## src/rtl/boot_loader.sv

```systemverilog
// boot_loader: serial boot loader that sits in front of the CPU core and its
// program RAM. It receives a frame of big-endian 32-bit words, writes them to
// RAM from address 0 upward, then releases the CPU's active-low reset.
//
// Frame: SYNC_BYTE, LEN_HI, LEN_LO, then LEN words of 4 bytes each, MSB first.
//
// Optional feature, enabled by defining BOOT_LOADER_CHECKSUM_EN: a running XOR
// of all data bytes must be matched by one trailing checksum byte. A match
// starts the CPU. A mismatch parks the loader in ERROR.
module boot_loader #(
    parameter int         ADDR_W    = 16,
    parameter logic [7:0] SYNC_BYTE = 8'hC0
) (
    input  logic              clk,
    input  logic              reset,
    input  logic [7:0]        rx_data,
    input  logic              rx_valid,
    output logic              rx_ready,
    input  logic [ADDR_W-1:0] cpu_address,
    input  logic [31:0]       cpu_data,
    input  logic              cpu_wren,
    output logic [ADDR_W-1:0] ram_address,
    output logic [31:0]       ram_data,
    output logic              ram_wren,
    output logic              cpu_nreset,
    output logic [7:0]        status
);

    typedef enum logic [2:0] {
        S_IDLE,
        S_LEN_HI,
        S_LEN_LO,
        S_DATA,
        S_WRITE,
`ifdef BOOT_LOADER_CHECKSUM_EN
        S_CSUM,
`endif
        S_RUN,
        S_ERROR
    } state_t;

    // Where the frame goes once the last word is written (or LEN was zero).
`ifdef BOOT_LOADER_CHECKSUM_EN
    localparam state_t S_FRAME_END = S_CSUM;
`else
    localparam state_t S_FRAME_END = S_RUN;
`endif

    state_t      state_reg, state_next;
    logic [15:0] len_reg, len_next;
    logic [15:0] index_reg, index_next;
    logic [31:0] word_reg, word_next;
    logic [1:0]  byte_cnt_reg, byte_cnt_next;
    logic        cpu_nreset_reg;
    logic        accept;
`ifdef BOOT_LOADER_CHECKSUM_EN
    logic [7:0]  csum_reg, csum_next;
`endif

    assign accept     = rx_valid && rx_ready;
    assign cpu_nreset = cpu_nreset_reg;

    // State and datapath registers. cpu_nreset rises on the edge that enters RUN.
    always_ff @(posedge clk or posedge reset) begin
        if (reset) begin
            state_reg      <= S_IDLE;
            len_reg        <= '0;
            index_reg      <= '0;
            word_reg       <= '0;
            byte_cnt_reg   <= '0;
            cpu_nreset_reg <= 1'b0;
`ifdef BOOT_LOADER_CHECKSUM_EN
            csum_reg       <= '0;
`endif
        end else begin
            state_reg      <= state_next;
            len_reg        <= len_next;
            index_reg      <= index_next;
            word_reg       <= word_next;
            byte_cnt_reg   <= byte_cnt_next;
            cpu_nreset_reg <= (state_next == S_RUN);
`ifdef BOOT_LOADER_CHECKSUM_EN
            csum_reg       <= csum_next;
`endif
        end
    end

    // Next-state and datapath update: parse the frame one accepted byte at a time.
    always_comb begin
        state_next    = state_reg;
        len_next      = len_reg;
        index_next    = index_reg;
        word_next     = word_reg;
        byte_cnt_next = byte_cnt_reg;
`ifdef BOOT_LOADER_CHECKSUM_EN
        csum_next     = csum_reg;
`endif
        case (state_reg)
            S_IDLE: begin
                if (accept && rx_data == SYNC_BYTE) begin
                    state_next = S_LEN_HI;
`ifdef BOOT_LOADER_CHECKSUM_EN
                    csum_next  = '0;
`endif
                end
            end
            S_LEN_HI: begin
                if (accept) begin
                    len_next[15:8] = rx_data;
                    state_next     = S_LEN_LO;
                end
            end
            S_LEN_LO: begin
                if (accept) begin
                    len_next[7:0] = rx_data;
                    index_next    = '0;
                    byte_cnt_next = '0;
                    if ({len_reg[15:8], rx_data} == 16'd0)
                        state_next = S_FRAME_END;
                    else
                        state_next = S_DATA;
                end
            end
            S_DATA: begin
                if (accept) begin
                    // Shift in from the LSB side so the first byte lands in [31:24].
                    word_next     = {word_reg[23:0], rx_data};
                    byte_cnt_next = byte_cnt_reg + 2'd1;
`ifdef BOOT_LOADER_CHECKSUM_EN
                    csum_next     = csum_reg ^ rx_data;
`endif
                    if (byte_cnt_reg == 2'd3)
                        state_next = S_WRITE;
                end
            end
            S_WRITE: begin
                index_next    = index_reg + 16'd1;
                byte_cnt_next = '0;
                // index never exceeds len-1 here, so the 16-bit sum cannot wrap.
                if (index_reg + 16'd1 == len_reg)
                    state_next = S_FRAME_END;
                else
                    state_next = S_DATA;
            end
`ifdef BOOT_LOADER_CHECKSUM_EN
            S_CSUM: begin
                if (accept)
                    state_next = (rx_data == csum_reg) ? S_RUN : S_ERROR;
            end
`endif
            S_RUN:   state_next = S_RUN;
            S_ERROR: state_next = S_ERROR;
            default: state_next = S_IDLE;
        endcase
    end

    // Output decode: byte handshake, status code and the RAM port mux.
    always_comb begin
        rx_ready    = 1'b0;
        status      = 8'h02;
        ram_wren    = 1'b0;
        ram_address = ADDR_W'(index_reg);
        ram_data    = word_reg;
        case (state_reg)
            S_IDLE: begin
                rx_ready = 1'b1;
                status   = 8'h01;
            end
            S_LEN_HI, S_LEN_LO, S_DATA: rx_ready = 1'b1;
`ifdef BOOT_LOADER_CHECKSUM_EN
            S_CSUM: rx_ready = 1'b1;
`endif
            S_WRITE: ram_wren = 1'b1;
            S_RUN: begin
                // The CPU owns the RAM port once loading is done.
                status      = 8'h04;
                ram_wren    = cpu_wren;
                ram_address = cpu_address;
                ram_data    = cpu_data;
            end
            S_ERROR: status = 8'hEE;
            default: status = 8'h02;
        endcase
    end

endmodule

```

## config.mk

```make
export PLATFORM = sky130hd
export DESIGN_NAME = boot_loader
export DESIGN_NICKNAME = d
export VERILOG_FILES = /design/src/rtl/boot_loader.sv
export SDC_FILE = /design/constraint.sdc
export NUM_CORES = 1
export LEC_CHECK = 0
export BUFFER_PORTS_ARGS = -buffer_cell sky130_fd_sc_hd__buf_2
export CAP_MARGIN = 25
export CORE_ASPECT_RATIO = 1.75
export CORE_UTILIZATION = 57
export CTS_CLUSTER_SIZE = 40
export DETAILED_ROUTE_END_ITERATION = 10
export PLACE_DENSITY = 0.85
export REMOVE_ABC_BUFFERS = 1
export SLEW_MARGIN = 20
export SYNTH_ARGS = -nofsm -noshare
export SYNTH_HDL_FRONTEND = slang
export SYNTH_SLANG_ARGS = --single-unit
```

## constraint.sdc

```tcl
create_clock -name clk -period 3.7 [get_ports clk]
set_input_delay 0.37 -clock clk [delete_from_list [all_inputs] [get_ports clk]]
set_output_delay 0.37 -clock clk [all_outputs]
set_load 0.02 [all_outputs]
```

; ---- Word-level counts from Yosys, hierarchy flattened
; Index checks and enable logic that the tools add are counted.
[op_classes]
mux = 18
reduce_logical = 12
n_eq_ne = 12
addsub = 2
[op_table]
columns = operator, n
row1 = two-way mux 16 bit, 2
row2 = two-way mux 32 bit, 1
row3 = case mux 16 bit (2 select lines), 1
row4 = case mux 8 bit (3 select lines), 1
row5 = two-way mux 3 bit, 7
row6 = case mux 3 bit (7 select lines), 1
row7 = "adder 16 x 1 -> 16 bit, second input constant", 1
row8 = equality test 16 bit, 1
row9 = zero test 16 bit, 1
row10 = "equality test 3 bit, second input constant", 4
row11 = "equality test 8 bit, second input constant", 1
row12 = AND reduction 2 bit, 4
row13 = "equality test 3 x 2 -> 1 bit, second input constant", 2
row14 = case mux 2 bit (3 select lines), 1
row15 = two-way mux 2 bit, 2
row16 = "!= test 2 bit, second input constant", 2
row17 = OR reduction 4 bit, 1
row18 = "equality test 3 x 1 -> 1 bit, second input constant", 1
row19 = zero test 3 bit, 1
row20 = AND reduction 3 bit, 1
row21 = nonzero test 3 bit, 1
row22 = "adder 2 x 1 -> 2 bit, second input constant", 1
row23 = "equality test 2 bit, second input constant", 1
row24 = logical AND 1 bit, 2
row25 = 3 further kinds, 3
[totals]
word_cells = 51
register_bits = 70
output_inout_bits = 59
in_bits = 60

; ---- Depth between registers and ports, before layout
; Gate-level depths: netlist of run 1.
[depth]
depth_word = 8
mapped_depth = 8
mapped_depth_nobuf = 7

; ---- Worst setup path after synthesis of run 1
; OpenSTA, ideal clock, no wires.
[synth_path]
kind = reg2reg
startpoint = register index_reg[0]
endpoint = register state_reg[1]
setup_ns = 0.135
path_slack_ns = 1.466
stages_incl_launch_ff = 8
t_arrival_ns = 2.100
t_required_ns = 3.565
cell_sequence = dfrtp_1 > ha_1 > nand4_4 > or4_1 > a211oi_2 > o2111a_1 > and4_1 > o22ai_1
[synth_via]
elab_chain_cells = 4
[synth_lines]
columns = element, line_no
row1 = "start, declared", 51  ; logic [15:0] index_reg, index_next;
row2 = "start signal, assigned", 78  ; index_reg <= index_next;
row3 = adder 16 x 1 -> 16 bit, 140  ; if (index_reg + 16'd1 == len_reg)
row4 = equality test 16 bit, 140
row5 = two-way mux 3 bit, 140
row6 = case mux 3 bit (7 select lines), 98  ; case (state_reg)
row7 = net state_next[1], 49  ; state_t state_reg, state_next;
row8 = "end signal, assigned", 76  ; state_reg <= state_next;
row9 = "end, declared", 49
; The timed path passes the listed nets, and every way through them passes these cells.
; A chain may end at the register's enable or synchronous reset.

; ---- Final worst setup path of run 1
[layout_path]
startpoint = register state_reg[2]
endpoint = output ram_data[1]
[layout_via]
elab_chain_cells = 2
[layout_lines]
columns = element, line_no
row1 = equality test 3 bit, 164  ; case (state_reg)
row2 = two-way mux 32 bit, 164
row3 = "end, declared", 23  ; output logic [31:0] ram_data,
; No other way between the ends.

==> results of run 1 <==
-- area by class of cell --
class / count / area share
Multi-Input combinational cell: 347 / 0.448
Clock inverter: 2 / 0.00199
Tap cell: 86 / 0.0214
Clock buffer: 12 / 0.0490
Inverter: 9 / 0.00671
Timing Repair Buffer: 122 / 0.125
Sequential cell: 70 / 0.348
-- layer usage --
metal  GRT usage  up-vias  part of all wire
met1       0.305     1834              0.36
met4       0.148        0             0.028
met2       0.498      165              0.55
met3      0.0556       25             0.062
li1            -     1787                 -
met5           0        -                 0
-- worst max path at each step --
stage	start	to	slack, ns	cells past startpoint
floorplan	state_reg[2]	cpu_nreset	0.41	6
global placement	state_reg[2]	ram_data[1]	1.21	4
detailed placement	state_reg[2]	ram_data[19]	1.12	4
CTS	state_reg[2]	ram_data[19]	0.76	4
global route	state_reg[2]	ram_data[19]	0.99	4
finish	state_reg[2]	ram_data[1]	1.08	4
-- cell families after synthesis --
logic type                 count (synthesis)
buffers and inverters                     41
DFF                                       70
other                                      1
AOI/OAI and AO/OA                         67
muxes                                     64
adders and majority gates                  2
and+or+nand+nor                          195
xor gates and xnor gates                  18
-- per-stage QoR --
stage | instance area [um^2] | total power, mW
floorplan | 4030 | 0.795
global placement | 4760 | 0.835
detailed placement | 4760 | 0.837
CTS | 5010 | 1.59
global route | 5030 | 1.63
finish | 5030 | 1.58
-- cells in the mapped netlist, types with 2 or more instances --
cell type and n:
nor4b_1 2, o21ai_0 26, ha_1 2, nor2b_1 3
xnor2_1 15, buf_4 5, nor4_1 4, nand3_1 12
mux2_2 64, nand2b_1 2, nor3_1 9, inv_1 9
a31o_2 2, o31ai_1 6, buf_2 8, o22ai_1 3
nand4_1 2, o41ai_1 2, nor2_1 23, a211o_1 3
a22o_1 2, and2_1 2, a31oi_1 2, xor2_1 3
o21ai_1 2, a21oi_1 8, clkbuf_1 18, nand2_1 119
and4_1 2, and3_1 3, nor3b_1 2, or4_1 2
dfrtp_1 70
-- where the power goes --
| group | leakage, nW | switching [mW] | internal [mW] |
|---|---|---|---|
| clock | 0.128 | 0.299 | 0.462 |
| sequential | 0.890 | 0 | 0.766 |
| combinational | 1.63 | 0.0324 | 0.0245 |
-- worst max-delay path, stage by stage (launching register included) --
cell and delay [ns]:
dfrtp_1 0.49, nor2b_1 0.39, nand2_4 0.43, mux2_2 0.43, buf_2 0.16
==> flow_summary.toml, run 1 <==
[run_status]
run_status = "finished clean"

[sta]
setup-violations-final = 0
slew_viol_final = 0
tightest_pin_transition_ns = 0.978
setup-tns-final_ns = 0
post-route-min-period_ns = 2.62
unrepaired_setup_endpoints_after_global_routing = "no"
fin_crit_sh = 0.709
slew_headroom = 0.346
max_freq_mhz = 381
worst_slack_ns = 1.08
timing_hold_violations_final = 0
hold_ws_ns = 0.149
finalClockSkew_ns = 0.00319

[floorplan]
initial_core_util = 0.586
num_io_pins = 119
fp.dieArea_um2 = 7690
fp.dieH_um = 115
die_width_um = 66.7
std_cell_rows = 41
core_um2 = 7130

[setup_path]
worstReg2RegStart = "index_reg[0]"
criticalPathCategory = "flop to primary output"
critical_path.reg2reg.endpoint = "state_reg[1]"
critPathMaxFanout = 49
r2r_cells = 7
cp-end-kind = "primary output"
cp-start-kind = "flop"
internal_reg_to_reg_setup_slack_ns = 1.17
worst_ep_arrival_time_ns = 2.25
cp.required_ns = 3.33

[global_route]
grt_max_degree = 50
grt_antenna_before_repair = 0
globalRoute.totalOverflow = 0
grt_pass1_vias = 3540
grt_usage = 0.281
global_route_wire_length_before_repair_um = 16100

[synth]
synth_xor_area_frac = 0.0377
avgSynthCellArea_um2 = 9.13
synth_top_area_cell = "dfrtp_1"
synth_top_family_by_area = "simple AND/OR/NAND/NOR gates"
yosysSeqAreaShare = 0.419
complex_gate_fraction_of_the_synthesized_area = 0.103
synth.ff_latch_count = 70
synthAdderAreaFrac = 0.00599
ys.flop_type = "dfrtp_1"
synth_cell_type_count = 54
number_of_enable_type_register_cells_in_the_synthesized_netlist = 0
synth_area_leaders = "dfrtp_1 (42%), mux2_2 (17%), nand2_1 (11%)"
mappedNetlistArea_um2 = 4180
yosys.area_share.simple = 0.217
syn_inst = 458
synthArstFlopShare = 1.00
synth_top_area_frac = 0.419
post_synth_mux_area_share = 0.172
yosysWarningCount = 0

[pwr]
irDropWorstVdd_mv = 0.228
powerDensity_nw_per_um2 = 315
p_leak_nw = 2.64

[place]
globalplace.congestion = 0.897
post-place-cells = 633
post-place-ws_ns = 1.12
place.detailed.hpwl_um = 7360
placement.io_buffers = 117

[clock_network]
ctsLongestPathBuffers = 2
holdBufCountCts = 0
cts.reportedPaths.clkPinSlew_ns = 0.05
setup_repair_bufs_after_cts = 0
tritoncts = "built"
cts-buffers-inserted = 9
post_cts_resized = 0
h_tree_depth_reported_by_cts = 3
clock-sinks = 70
clock_latency_on_the_worst_skew_pair_ns = 0.33
clock-root-buffer = "clkbuf_16"

[cells_and_area]
mostFrequentLayoutCells = "nand2_1 (118), buf_2 (117), dfrtp_1 (70)"
antenna_cells_inserted = 0
areaGrowthSynthToFinish_pct = 20.4
layout_cells_sized_above_1 = 0.372
multi_input_comb_area_um2 = 2250
post_layout_nonfiller_instances = 648
most_frequent_standard_cell_in_the_layout_excluding_fill_and_tap_cells = "nand2_1"
nFillCells = 536
final_util = 0.706
regArea_um2 = 1750
largest_reg_flops = 32
fin_nets = 621

[detailed_routing]
drc_errors = 0
drt_first_pass_iters = 5
routed_wire_length_per_instance_um = 16.1
vias = 3811
vias_per_cell = 5.88
ant_nets = 0
drt_iter0_drc = 249
routed_wirelength_um = 10400

[min_path]
hold_class = "input pin to asynchronous set/reset pin"

[run]
max_cap_viol_count = 0
(Power assumes the default switching activity.)
==> run 2: changes to the inputs <==
--- a/config.mk
+++ b/config.mk
@@ -5,13 +5,14 @@
 export SDC_FILE = /design/constraint.sdc
 export NUM_CORES = 1
 export LEC_CHECK = 0
+export ABC_AREA = 1
 export BUFFER_PORTS_ARGS = -buffer_cell sky130_fd_sc_hd__buf_2
 export CAP_MARGIN = 25
 export CORE_ASPECT_RATIO = 1.75
-export CORE_UTILIZATION = 57
+export CORE_UTILIZATION = 52
 export CTS_CLUSTER_SIZE = 40
 export DETAILED_ROUTE_END_ITERATION = 10
-export PLACE_DENSITY = 0.85
+export PLACE_DENSITY = 0.79
 export REMOVE_ABC_BUFFERS = 1
 export SLEW_MARGIN = 20
 export SYNTH_ARGS = -nofsm -noshare
==> constraint.sdc (replaced) <==
create_clock -name clk -period 2.65 [get_ports clk]
set_input_delay 0.265 -clock clk [delete_from_list [all_inputs] [get_ports clk]]
set_output_delay 0.265 -clock clk [all_outputs]
set_load 0.02 [all_outputs]
==> flow_summary.toml, run 2 <==
[setup_path]
cp-start-kind = "flop"
critPathMaxFanout = 14
critPathSlowestCell = "dfrtp_1"
worst_ep_arrival_time_ns = 1.94
cpLargestDelayFamily = "buffers and inverters"
cpMostUsedCell = "inv_1"
cp-end-kind = "primary output"
criticalPathCategory = "flop to primary output"
cp.required_ns = 2.38
worstPathCellList = "inv_2 > nor2_1 > inv_1 > nor2_4 > inv_1 > nand2_1 > buf_2"
worst_path_largest_cell_delay_ns = 0.43
crit_buf_inv = 4

[pwr]
power.share.combinational = 0.379
internal_power_mw = 2.95
p_sw_frac = 0.388
powerDensity_nw_per_um2 = 961
irDropWorstVdd_mv = 0.498
p_leak_nw = 2.63
power.total_mw = 4.82
power_frac_seq = 0.357
clock_power_share = 0.264
switching_power_mw = 1.87

[floorplan]
initial_core_util = 0.535
core_um2 = 7510
std_cell_rows = 42
fp.dieH_um = 118
fp.dieArea_um2 = 8100
num_io_pins = 119
die_width_um = 68.5

[sta]
max_freq_mhz = 453
setup-tns-final_ns = 0
fin_crit_sh = 0.834
timing_hold_violations_final = 0
slew_headroom = 0.607
finalClockSkew_ns = 0.00611
slew_viol_final = 0
post-route-min-period_ns = 2.21
setup-violations-final = 0
unrepaired_setup_endpoints_after_global_routing = "no"
tightest_pin_transition_ns = 0.588

[clock_network]
setup_repair_bufs_after_cts = 0
cts.reportedPaths.clkPinSlew_ns = 0.06
clock_latency_on_the_worst_skew_pair_ns = 0.33
tritoncts = "built"
post_cts_resized = 0
cts-buffers-inserted = 9
clock-root-buffer = "clkbuf_16"
ctsLongestPathBuffers = 2
clock-sinks = 70
h_tree_depth_reported_by_cts = 3

[synth]
synth.ff_latch_count = 70
synth_top_area_cell = "dfrtp_1"
synth_top_cells_by_count = "nand2_1 (123), inv_1 (75), dfrtp_1 (70), nor2_1 (67), o21ai_0 (54)"
mappedNetlistArea_um2 = 4020
synth_area_leaders = "dfrtp_1 (44%), nand2_1 (11%), inv_1 (7.0%)"
avgSynthCellArea_um2 = 7.34
synth_top_area_frac = 0.436
yosysWarningCount = 0
synth_cell_type_count = 30
synthArstFlopShare = 1.00
synth_most_common_cell = "nand2_1"
ys.flop_type = "dfrtp_1"
syn_inst = 548
number_of_enable_type_register_cells_in_the_synthesized_netlist = 0
yosysSeqAreaShare = 0.436

[global_route]
grt_usage = 0.282
grt_max_degree = 57
grt_antenna_before_repair = 0
grt_pass1_vias = 3781
globalRoute.totalOverflow = 0
global_route_wire_length_before_repair_um = 16800

[detailed_routing]
ant_nets = 0
vias = 4011
vias_per_cell = 5.32
routed_wire_length_per_instance_um = 14.3
drt_iter0_drc = 274
drt_first_pass_iters = 8
routed_wirelength_um = 10800
drc_errors = 1

[cells_and_area]
mostFrequentLayoutCells = "nand2_1 (122), buf_2 (117), inv_1 (74)"
final_util = 0.667
layout_cells_sized_above_1 = 0.245
nFillCells = 653
largest_reg_flops = 32
post-route-cell-area_um2 = 5010
areaGrowthSynthToFinish_pct = 24.6
multi_input_comb_area_um2 = 1880
fin_nets = 723
most_frequent_standard_cell_in_the_layout_excluding_fill_and_tap_cells = "nand2_1"
regArea_um2 = 1750
post_layout_nonfiller_instances = 754
antenna_cells_inserted = 0

[place]
placed_area_um2 = 4680
globalplace.congestion = 1.09
post-place-cells = 737
place.detailed.hpwl_um = 8180
placement.io_buffers = 117

[run_status]
failed_checks = "design-rule violations"
run_status = "finished, violations left"

[min_path]
hold_class = "input pin to flop"

[run]
max_cap_viol_count = 0
-- run 2: changes by cell type in the layout (fill, tap and decap cells not counted), moves of 7 or more --
cell and change:
nor3_1 -7, o21ai_0 +28, nand4_1 +8, xnor2_1 -13, mux2_2 -55, nor2_1 +43
inv_1 +66, nand3_1 +19, a21oi_1 +35, o22ai_1 +8
-- run 2: per-layer routing --
metal,global-route usage,wire [um]
met1,0.300,4020
met2,0.501,5760
met3,0.0415,521
met4,0.152,453
met5,0,0
-- run 2: kinds of logic after synthesis --
group                    synth area share
AO/OA/AOI/OAI                       0.144
adder cells (fa/ha/maj)           0.00622
multiplexers                       0.0252
XOR/XNOR                           0.0320
buffers and inverters              0.0986
AND/OR/NAND/NOR                     0.258
flip-flops                          0.436
other                            0.000933
-- run 2: worst reg2reg max path, stage by stage (launching register included) --
cell and delay [ns]:
dfrtp_1 0.43, ha_1 0.25, nand3_1 0.17, nor2_4 0.22, nand4_1 0.14, nand3_1 0.11
nand2_1 0.07, nor2_1 0.10, nand2_1 0.08, nor2_2 0.14, nand3_2 0.11, a21oi_2 0.14
-- run 2: power by group through the flow --
| stage | Sequential (mW) | Combinational (mW) | Clock, mW |
|---|---|---|---|
| 2_1_floorplan | 1.64 | 1.28 | 0 |
| 3_3_place_gp | 1.70 | 1.77 | 0 |
| 3_5_place_dp | 1.72 | 1.81 | 0 |
| 4_1_cts | 1.71 | 1.83 | 1.29 |
| 5_1_grt | 1.75 | 2.04 | 1.32 |
| 6_report | 1.72 | 1.83 | 1.27 |
-- run 2: through the flow --
step	hold slack [ns]	setup slack, ns
6_report	0.166	0.440
2_1_floorplan	0.386	-0.480
3_5_place_dp	0.347	0.668
4_1_cts	0.159	0.449
3_3_place_gp	0.340	0.718
5_1_grt	0.196	0.322
-- run 2: path summary, 6_finish.rpt --
kind	from	end	slack (ns)	cells after the start
min in group asynchronous	reset	word_reg[29]	0.53	3
setup / recovery	state_reg[2]	ram_wren	0.44	7
hold reg to reg	word_reg[27]	word_reg[27]	0.48	2
setup reg to reg	index_reg[0]	cpu_nreset	0.61	11
max in group asynchronous	reset	word_reg[30]	1.37	4
hold / removal	rx_data[0]	word_reg[0]	0.17	3
-- run 2: repair_timing --
item	4_1_cts	5_1_grt
hold endpoints to repair	2	0
hold buffers	1	0
setup endpoints to repair	0	0
-- run 2: area by class of cell --
class,instances,area share
multi-input cells,378,0.376
flip-flops and latches,70,0.350
repair buffers,125,0.132
inverters,77,0.0577
clock buffers,10,0.0457
well taps,88,0.0220
clock inverters,6,0.0172
==> run 3: changes to the inputs <==
--- a/config.mk
+++ b/config.mk
@@ -9,10 +9,10 @@
 export BUFFER_PORTS_ARGS = -buffer_cell sky130_fd_sc_hd__buf_2
 export CAP_MARGIN = 25
 export CORE_ASPECT_RATIO = 1.75
-export CORE_UTILIZATION = 52
+export CORE_UTILIZATION = 47
 export CTS_CLUSTER_SIZE = 40
 export DETAILED_ROUTE_END_ITERATION = 10
-export PLACE_DENSITY = 0.79
+export PLACE_DENSITY = 0.76
 export REMOVE_ABC_BUFFERS = 1
 export SLEW_MARGIN = 20
 export SYNTH_ARGS = -nofsm -noshare
==> constraint.sdc (replaced) <==
create_clock -name clk -period 1.77 [get_ports clk]
set_input_delay 0.177 -clock clk [delete_from_list [all_inputs] [get_ports clk]]
set_output_delay 0.177 -clock clk [all_outputs]
set_load 0.02 [all_outputs]
==> flow_summary.toml, run 3 (synthesized netlist as in run 2, its figures left out) <==
[run_status]
run_status = "finished, violations left"
failed_checks = "negative setup slack"

[pwr]
irDropWorstVdd_mv = 1.12
p_leak_nw = 2.85
power_frac_seq = 0.344
power.share.combinational = 0.427
internal_power_mw = 4.46
switching_power_mw = 3.00
powerDensity_nw_per_um2 = 1310
p_sw_frac = 0.402
clock_power_share = 0.228

[cells_and_area]
regArea_um2 = 1760
multi_input_comb_area_um2 = 2110
fin_nets = 752
areaGrowthSynthToFinish_pct = 41.3
mostFrequentLayoutCells = "nand2_1 (116), buf_2 (86), inv_1 (71)"
layout_cells_sized_above_1 = 0.354
post_layout_nonfiller_instances = 810
antenna_cells_inserted = 0
most_frequent_standard_cell_in_the_layout_excluding_fill_and_tap_cells = "nand2_1"
largest_reg_flops = 32
nFillCells = 649
post-route-cell-area_um2 = 5680

[sta]
worst_slack_ns = -0.185
finalClockSkew_ns = 0.00774
fin_crit_sh = 1.10
hold_ws_ns = 0.0978
setup-violations-final = 47
post-route-min-period_ns = 1.96
max_freq_mhz = 511
tightest_pin_transition_ns = 0.573
slew_viol_final = 0
slew_headroom = 0.617
timing_hold_violations_final = 0
unrepaired_setup_endpoints_after_global_routing = "yes"

[detailed_routing]
routed_wire_length_per_instance_um = 15.4
vias = 4324
drt_first_pass_iters = 6
vias_per_cell = 5.34
drc_errors = 0
drt_iter0_drc = 365
ant_nets = 0
routed_wirelength_um = 12500

[min_path]
hold_class = "input pin to flop"
min_delay_path_depth = 3
min_delay_worst_endpoint = "word_reg[0]"
critical_hold_path_startpoint = "rx_data[0]"

[setup_path]
worst_ep_arrival_time_ns = 1.78
r2r_cells = 13
criticalPathCategory = "flop to primary output"
internal_reg_to_reg_setup_slack_ns = -0.02
cp-end-kind = "primary output"
worstReg2RegStart = "index_reg[3]"
critical_path.reg2reg.endpoint = "cpu_nreset"
cp.required_ns = 1.59
cp-start-kind = "flop"
critPathMaxFanout = 9

[floorplan]
fp.dieArea_um2 = 8940
core_um2 = 8310
num_io_pins = 119
initial_core_util = 0.484
die_width_um = 71.9
fp.dieH_um = 124
std_cell_rows = 44

[clock_network]
h_tree_depth_reported_by_cts = 3
clock-root-buffer = "clkbuf_16"
cts.reportedPaths.clkPinSlew_ns = 0.06
clock-sinks = 70
tritoncts = "built"
clock_latency_on_the_worst_skew_pair_ns = 0.33
ctsLongestPathBuffers = 2
cts-buffers-inserted = 9

[place]
place.detailed.hpwl_um = 8150
placement.io_buffers = 117
globalplace.congestion = 0.990
placed_area_um2 = 4840
post-place-cells = 777
post-place-ws_ns = -0.0587

[global_route]
grt_pass1_vias = 4138
grt_usage = 0.280
grt_antenna_before_repair = 0
global_route_wire_length_before_repair_um = 19300
globalRoute.totalOverflow = 0
grt_max_degree = 71

[run]
max_cap_viol_count = 0
-- run 3: worst max-delay path by stage --
stage	cells after the start	end	from	slack [ns]
after floorplan	5	byte_cnt_reg[0]	state_reg[2]	-1.36
after global placement	14	state_reg[1]	index_reg[0]	-0.01
after detailed placement	13	cpu_nreset	index_reg[0]	-0.06
after CTS	7	ram_address[8]	state_reg[1]	-0.08
after global routing	7	ram_address[4]	state_reg[1]	-0.24
final	7	ram_address[4]	state_reg[1]	-0.19
-- run 3: per-stage QoR --
stage	power [mW]	TNS, ns	utilization
after floorplan	4.37	-88.90	-
after global placement	5.30	-0.0204	0.582
after detailed placement	5.37	-0.119	0.582
after CTS	7.26	-2.33	0.648
after global routing	7.93	-7.12	0.683
final	7.46	-4.57	0.683
-- run 3: cell type report --
cell class / count / area share
sequential: 70 / 0.309
timing repair buffer: 154 / 0.194
clock inverter: 6 / 0.00793
inverter: 77 / 0.0509
multi-input combinational: 378 / 0.371
tap: 115 / 0.0253
clock buffer: 10 / 0.0421
-- run 3: power groups by stage --
stage	combinational, mW	clock (mW)	sequential [mW]
4_1_cts	2.98	1.73	2.55
2_1_floorplan	1.91	0	2.46
3_3_place_gp	2.75	0	2.55
5_1_grt	3.49	1.81	2.63
3_5_place_dp	2.81	0	2.57
6_report	3.19	1.70	2.57
-- run 3: metal layers --
metal	wire, um	part of all wire	GRT usage
met5	0	0	0
met4	533	0.043	0.135
met3	462	0.037	0.0396
met2	6900	0.55	0.503
met1	4580	0.37	0.317
-- run 3: repair_timing --
item	CTS	global route
endpoints found under the hold margin	70	0
buffers inserted	8	5
resized for setup	29	79
setup endpoints to repair	53	70
pin swaps	5	16
hold buffers	1	0
cloned	3	1
-- run 3: worst max-delay path, cell delays in order (launching register included) --
cell and delay (ns):
dfrtp_2 0.46, nor2_4 0.19, nand2_8 0.13, buf_12 0.17
buf_12 0.14, nor2_2 0.10, a21oi_1 0.07, buf_4 0.17
